$ cat config.mk
export PLATFORM = sky130hd
export DESIGN_NAME = mips_mc_ctrl
export DESIGN_NICKNAME = d
export VERILOG_FILES = /design/src/rtl/mips_mc_ctrl.sv
export SDC_FILE = /design/constraint.sdc
export NUM_CORES = 1
export LEC_CHECK = 0
export ABC_AREA = 1
export CORE_UTILIZATION = 35
export CTS_BUF_LIST = sky130_fd_sc_hd__clkbuf_16
export DETAILED_ROUTE_END_ITERATION = 16
export PLACE_DENSITY = 0.8
export SETUP_SLACK_MARGIN = 0.05
export SLEW_MARGIN = 15
export SYNTH_ARGS = -nofsm -noshare
export SYNTH_HDL_FRONTEND = slang
export SYNTH_SLANG_ARGS = --single-unit
$ cat constraint.sdc
create_clock -name clk -period 2.8 [get_ports clk]
set_input_delay 0.56 -clock clk [delete_from_list [all_inputs] [get_ports clk]]
set_output_delay 0.56 -clock clk [all_outputs]
set_load 0.005 [all_outputs]
$ cat src/rtl/mips_mc_ctrl.sv
// Multi-cycle control sequencer for the MIPS core: walks each instruction through
// FETCH/DECODE/EXEC/MEM/WB and drives the shared datapath's enables and mux selects.
module mips_mc_ctrl (
  input  logic       clk,
  input  logic       reset,
  input  logic [5:0] opcode,
  input  logic [5:0] funct,
  input  logic       zero,
  output logic [2:0] state,
  output logic       pc_we,
  output logic       ir_we,
  output logic       reg_we,
  output logic       mem_we,
  output logic [1:0] reg_dst,
  output logic [1:0] wd_sel,
  output logic       alu_src_b,
  output logic [1:0] ext_op,
  output logic [2:0] alu_op,
  output logic [1:0] npc_sel,
  output logic       instr_done
);

  typedef enum logic [2:0] {
    S_FETCH  = 3'd0,
    S_DECODE = 3'd1,
    S_EXEC   = 3'd2,
    S_MEM    = 3'd3,
    S_WB     = 3'd4
  } state_t;

  typedef enum logic [3:0] {
    C_NOP,
    C_ADDU,
    C_SUBU,
    C_JR,
    C_ORI,
    C_LUI,
    C_LW,
    C_SW,
    C_BEQ,
    C_J,
    C_JAL
  } iclass_t;

  typedef struct packed {
    logic       pc_we;
    logic       ir_we;
    logic       reg_we;
    logic       mem_we;
    logic [1:0] reg_dst;
    logic [1:0] wd_sel;
    logic       alu_src_b;
    logic [1:0] ext_op;
    logic [2:0] alu_op;
    logic [1:0] npc_sel;
    logic       done;
  } ctrl_t;

  localparam logic [5:0] OP_RTYPE = 6'h00;
  localparam logic [5:0] OP_J     = 6'h02;
  localparam logic [5:0] OP_JAL   = 6'h03;
  localparam logic [5:0] OP_BEQ   = 6'h04;
  localparam logic [5:0] OP_ORI   = 6'h0d;
  localparam logic [5:0] OP_LUI   = 6'h0f;
  localparam logic [5:0] OP_LW    = 6'h23;
  localparam logic [5:0] OP_SW    = 6'h2b;

  localparam logic [5:0] FN_JR    = 6'h08;
  localparam logic [5:0] FN_ADDU  = 6'h21;
  localparam logic [5:0] FN_SUBU  = 6'h23;

  localparam logic [1:0] DST_RT   = 2'd0;
  localparam logic [1:0] DST_RD   = 2'd1;
  localparam logic [1:0] DST_RA   = 2'd2;

  localparam logic [1:0] WD_ALU   = 2'd0;
  localparam logic [1:0] WD_DM    = 2'd1;
  localparam logic [1:0] WD_PC4   = 2'd2;

  localparam logic [1:0] EXT_ZERO = 2'd0;
  localparam logic [1:0] EXT_SIGN = 2'd1;
  localparam logic [1:0] EXT_LUI  = 2'd2;

  localparam logic [2:0] ALU_ADD  = 3'd0;
  localparam logic [2:0] ALU_SUB  = 3'd1;
  localparam logic [2:0] ALU_OR   = 3'd2;

  localparam logic [1:0] NPC_PC4  = 2'd0;
  localparam logic [1:0] NPC_BR   = 2'd1;
  localparam logic [1:0] NPC_JMP  = 2'd2;
  localparam logic [1:0] NPC_RS   = 2'd3;

  state_t  state_q;
  state_t  state_d;
  iclass_t iclass;
  ctrl_t   c;

  // Instruction classification; anything unrecognised (sll included) retires as a NOP.
  always_comb begin
    iclass = C_NOP;
    case (opcode)
      OP_RTYPE: begin
        case (funct)
          FN_ADDU: iclass = C_ADDU;
          FN_SUBU: iclass = C_SUBU;
          FN_JR:   iclass = C_JR;
          default: iclass = C_NOP;
        endcase
      end
      OP_J:    iclass = C_J;
      OP_JAL:  iclass = C_JAL;
      OP_BEQ:  iclass = C_BEQ;
      OP_ORI:  iclass = C_ORI;
      OP_LUI:  iclass = C_LUI;
      OP_LW:   iclass = C_LW;
      OP_SW:   iclass = C_SW;
      default: iclass = C_NOP;
    endcase
  end

  // NOTE: state registers use non-blocking assignments so every flop samples
  // pre-edge values; blocking here would create order-dependent races.
  always_ff @(posedge clk) begin
    if (reset) state_q <= S_FETCH;
    else       state_q <= state_d;
  end

  // NOTE: every output of this block is given a default before the case so no
  // path leaves a signal unassigned, which would otherwise infer a latch.
  always_comb begin
    state_d = S_FETCH;
    c       = '0;
    case (state_q)
      S_FETCH: begin
        c.ir_we = 1'b1;
        state_d = S_DECODE;
      end

      S_DECODE: begin
        case (iclass)
          C_J: begin
            c.pc_we   = 1'b1;
            c.npc_sel = NPC_JMP;
            c.done    = 1'b1;
            state_d   = S_FETCH;
          end
          C_JAL: begin
            c.pc_we   = 1'b1;
            c.npc_sel = NPC_JMP;
            c.reg_we  = 1'b1;
            c.reg_dst = DST_RA;
            c.wd_sel  = WD_PC4;
            c.done    = 1'b1;
            state_d   = S_FETCH;
          end
          C_JR: begin
            c.pc_we   = 1'b1;
            c.npc_sel = NPC_RS;
            c.done    = 1'b1;
            state_d   = S_FETCH;
          end
          C_NOP: begin
            c.pc_we   = 1'b1;
            c.npc_sel = NPC_PC4;
            c.done    = 1'b1;
            state_d   = S_FETCH;
          end
          default: state_d = S_EXEC;
        endcase
      end

      S_EXEC: begin
        case (iclass)
          C_ADDU: begin
            c.alu_op    = ALU_ADD;
            c.alu_src_b = 1'b0;
            state_d     = S_WB;
          end
          C_SUBU: begin
            c.alu_op    = ALU_SUB;
            c.alu_src_b = 1'b0;
            state_d     = S_WB;
          end
          C_ORI: begin
            c.alu_op    = ALU_OR;
            c.alu_src_b = 1'b1;
            c.ext_op    = EXT_ZERO;
            state_d     = S_WB;
          end
          C_LUI: begin
            c.alu_op    = ALU_OR;
            c.alu_src_b = 1'b1;
            c.ext_op    = EXT_LUI;
            state_d     = S_WB;
          end
          C_LW, C_SW: begin
            c.alu_op    = ALU_ADD;
            c.alu_src_b = 1'b1;
            c.ext_op    = EXT_SIGN;
            state_d     = S_MEM;
          end
          C_BEQ: begin
            c.alu_op    = ALU_SUB;
            c.alu_src_b = 1'b0;
            c.pc_we     = 1'b1;
            c.npc_sel   = zero ? NPC_BR : NPC_PC4;
            c.done      = 1'b1;
            state_d     = S_FETCH;
          end
          default: begin
            // Unreachable while IR is stable; retire cleanly rather than stall.
            c.pc_we = 1'b1;
            c.done  = 1'b1;
            state_d = S_FETCH;
          end
        endcase
      end

      S_MEM: begin
        // The DM address is the ALU sum, so the EXEC address selects stay up.
        c.alu_op    = ALU_ADD;
        c.alu_src_b = 1'b1;
        c.ext_op    = EXT_SIGN;
        case (iclass)
          C_SW: begin
            c.mem_we = 1'b1;
            c.pc_we  = 1'b1;
            c.done   = 1'b1;
            state_d  = S_FETCH;
          end
          C_LW:    state_d = S_WB;
          default: begin
            c.pc_we = 1'b1;
            c.done  = 1'b1;
            state_d = S_FETCH;
          end
        endcase
      end

      S_WB: begin
        c.pc_we   = 1'b1;
        c.npc_sel = NPC_PC4;
        c.done    = 1'b1;
        state_d   = S_FETCH;
        case (iclass)
          C_ADDU, C_SUBU: begin
            c.reg_we  = 1'b1;
            c.reg_dst = DST_RD;
            c.wd_sel  = WD_ALU;
          end
          C_ORI, C_LUI: begin
            c.reg_we  = 1'b1;
            c.reg_dst = DST_RT;
            c.wd_sel  = WD_ALU;
          end
          C_LW: begin
            c.reg_we  = 1'b1;
            c.reg_dst = DST_RT;
            c.wd_sel  = WD_DM;
          end
          default: c.reg_we = 1'b0;
        endcase
      end

      default: state_d = S_FETCH;
    endcase
  end

  // Reset masks every write strobe in the same cycle so an abandoned
  // instruction never commits anything while the state register recovers.
  assign state      = reset ? 3'd0 : state_q;
  assign pc_we      = c.pc_we  & ~reset;
  assign ir_we      = c.ir_we  & ~reset;
  assign reg_we     = c.reg_we & ~reset;
  assign mem_we     = c.mem_we & ~reset;
  assign instr_done = c.done   & ~reset;
  assign reg_dst    = c.reg_dst;
  assign wd_sel     = c.wd_sel;
  assign alu_src_b  = c.alu_src_b;
  assign ext_op     = c.ext_op;
  assign alu_op     = c.alu_op;
  assign npc_sel    = c.npc_sel;

endmodule

==> impl_metrics.ini, run 1 <==
[outcome]
status = finished, final reports clean

[critical_path]
reg2regPathDepth = 8
crit_arrival_ps = 2150
required_ps = 2240
end_kind = output port
reg2reg_from = state_q[1]$_SDFF_PP0_
worstSetupPathType = in2out
reg2reg_slack_ps = 1110
cp-startpoint = opcode[1]
cp_max_fo = 5
start_kind = input port
r2r_end = state_q[2]$_SDFF_PP0_

[sta]
slew_viol_final = 0
period_share_pct = 96.7
fin_worst_skew_ps = 0.195
setup_viol = 0
setup_tns_ps = 0
fmax_ghz = 0.369
rsz0062_at_grt = false
hold_violations = 0
min_period_ps = 2710

[synthesis]
netlist_instances = 127
synth_seq_area_share_pct = 9.23
synth_cell_types = 20
synth_nets = 142
synth_warnings = 0
synth-seq-cells = 3
syn-cell-area_um2 = 651
postSynthAreaPerCell_um2 = 5.12

[floorplanning]
rows = 15
fp.dieArea_um2 = 2040
die_h_um = 45.1
die_width_um = 45.1
io_pins = 35
fp.coreArea_um2 = 1730
start_util_pct = 37.7

[pwr]
vdd_ir_drop_max_uv = 462
powerDensity_nw_per_um2 = 290
p_total_uw = 379
leakagePower_uw = 0.000720

[finish]
layout.nets = 203
final_util_pct = 75.6
fin_area_um2 = 1310
reg_top3 = state_q (3)
largest_register_ffs = 3
stdcell_count = 212
drive_gt1_share_pct = 39.0
area_growth_pct = 101
antenna-diode-count = 0
top_register = state_q

[grt]
grt_first_pass_wirelength_um = 3990
antenna_found_initial = 0
grt_overflow = 0
grt_start_max_net_pins = 6
grt_util_all_layers_pct = 26.7
grt_pass1_vias = 974

[clocking]
cts_buffers = 3
htreeDepth = 1
cts_tree = built
postCtsHoldBufs = 0
clockBufferDepth = 2
clock-root-buffer = clkbuf_16
path_clk_slew_ps = 30
clock_sinks = 3
clk_latency_ps = 220

[placement]
placedCellCount = 198
gp_congestion = 0.848
portBuffers = 33
dp_hpwl_um = 1640
place_area_um2 = 1110

[route]
antenna_left = 0
drt_iter0_drc = 53
drc = 0
drt_pass1_iterations = 4
drt-total-wl_um = 3060
avgViaCountPerCell = 5.20
wire_per_inst_um = 14.4
vias = 1102

[worst_hold_path]
hold_start = state_q[2]$_SDFF_PP0_
min_to = state_q[0]$_SDFF_PP0_
hp-class = reg2reg
hold_depth = 2

[job]
drv_cap = 0
## layer usage
metal / share of wire (%) / track usage (%) / vias up
met4: 2.9 / 10.9 / 0
met5: 0 / 0 / -
li1: - / - / 518
met1: 40 / 30.6 / 509
met3: 4.9 / 5.20 / 14
met2: 52 / 47.8 / 61
## synthesized netlist by cell type, drive strengths merged
cell type / number / area, um2
nand4: 3 / 18.8
nand3: 14 / 80.1
inv: 23 / 86.3
nand2: 29 / 126
nor2: 36 / 178
a21oi: 8 / 40.0
buf: 2 / 15.0
or2: 1 / 6.26
conb: 1 / 3.75
dfxtp: 3 / 60.1
a31oi: 1 / 6.26
o22ai: 1 / 6.26
clkbuf: 1 / 3.75
nor3: 4 / 20.0
## critical path, stage by stage
cell and delay [ps]:
clkbuf_2 130, nand2_1 90, inv_2 70, nand3_1 90, nand2_1 80, nor2_2 220
nand2_4 120, buf_4 150, buf_4 130, nand2_1 70, a31oi_1 70, a21oi_1 130
dlygate4sd2_1 240
## power by group
group	internal, uW	switching (uW)
clock	184	36.9
combinational	50.4	60.9
sequential	44.8	2.02
total	279	99.8
## stage by stage
step                      worst slack, ps  hold slack (ps)
after floorplan                       742              533
after global placement               -351              590
after detailed placement             -405              611
after CTS                            48.6              658
after global routing                 10.2              719
final                                92.9              705
## timing repair
action                     4_1_cts  5_1_grt
setup buffers                    6        4
pin swaps                       15       17
gates cloned                     0        0
setup endpoints to repair       14        9
gates resized for setup         39       25
hold endpoints to repair         0        0
## final cells by class
| class | count | area [um2] |
|---|---|---|
| Inverter | 23 | 86.3 |
| Tap cell | 25 | 31.3 |
| Clock inverter | 1 | 3.75 |
| Clock buffer | 3 | 75.1 |
| Fill cell | 130 | 422 |
| Multi-Input combinational cell | 98 | 566 |
| Sequential cell | 3 | 60.1 |
| Timing Repair Buffer | 59 | 483 |
## layout by cell type (no fill, tap or decap), types with 5 or more instances in the layout
cell / n
a21oi_1: 7
buf_4: 24
clkdlybuf4s50_1: 11
dlygate4sd2_1: 14
inv_1: 20
nand2_1: 16
nand2_2: 10
nand3_1: 9
nor2_1: 24
nor2_2: 7
nor2_4: 5
## how the worst max path moves through the flow
stage | to | slack [ps] | cells past startpoint
after floorplan | reg_we | 740 | 11
after global placement | reg_we | -350 | 13
after detailed placement | reg_we | -410 | 13
after CTS | pc_we | 50 | 14
after global routing | ext_op[0] | 10 | 7
final | reg_we | 90 | 13
## logic make-up (layout without fill, tap and decap cells)
kind of cell	Yosys count	in the layout	share of synthesized area [%]
AO/OA/AOI/OAI	10	10	8.08
buffers and inverters	26	86	16.2
flip-flops	3	3	9.23
other	1	1	0.576
AND/OR/NAND/NOR	87	87	66.0
No activity file was read; power rests on OpenSTA's default activity.
==> run 2, diff against run 1 <==
- HOLD_SLACK_MARGIN: unset -> 0.02
==> results of run 2 <==
Same layout as run 1: the final DEF is identical, and so are final timing and power.
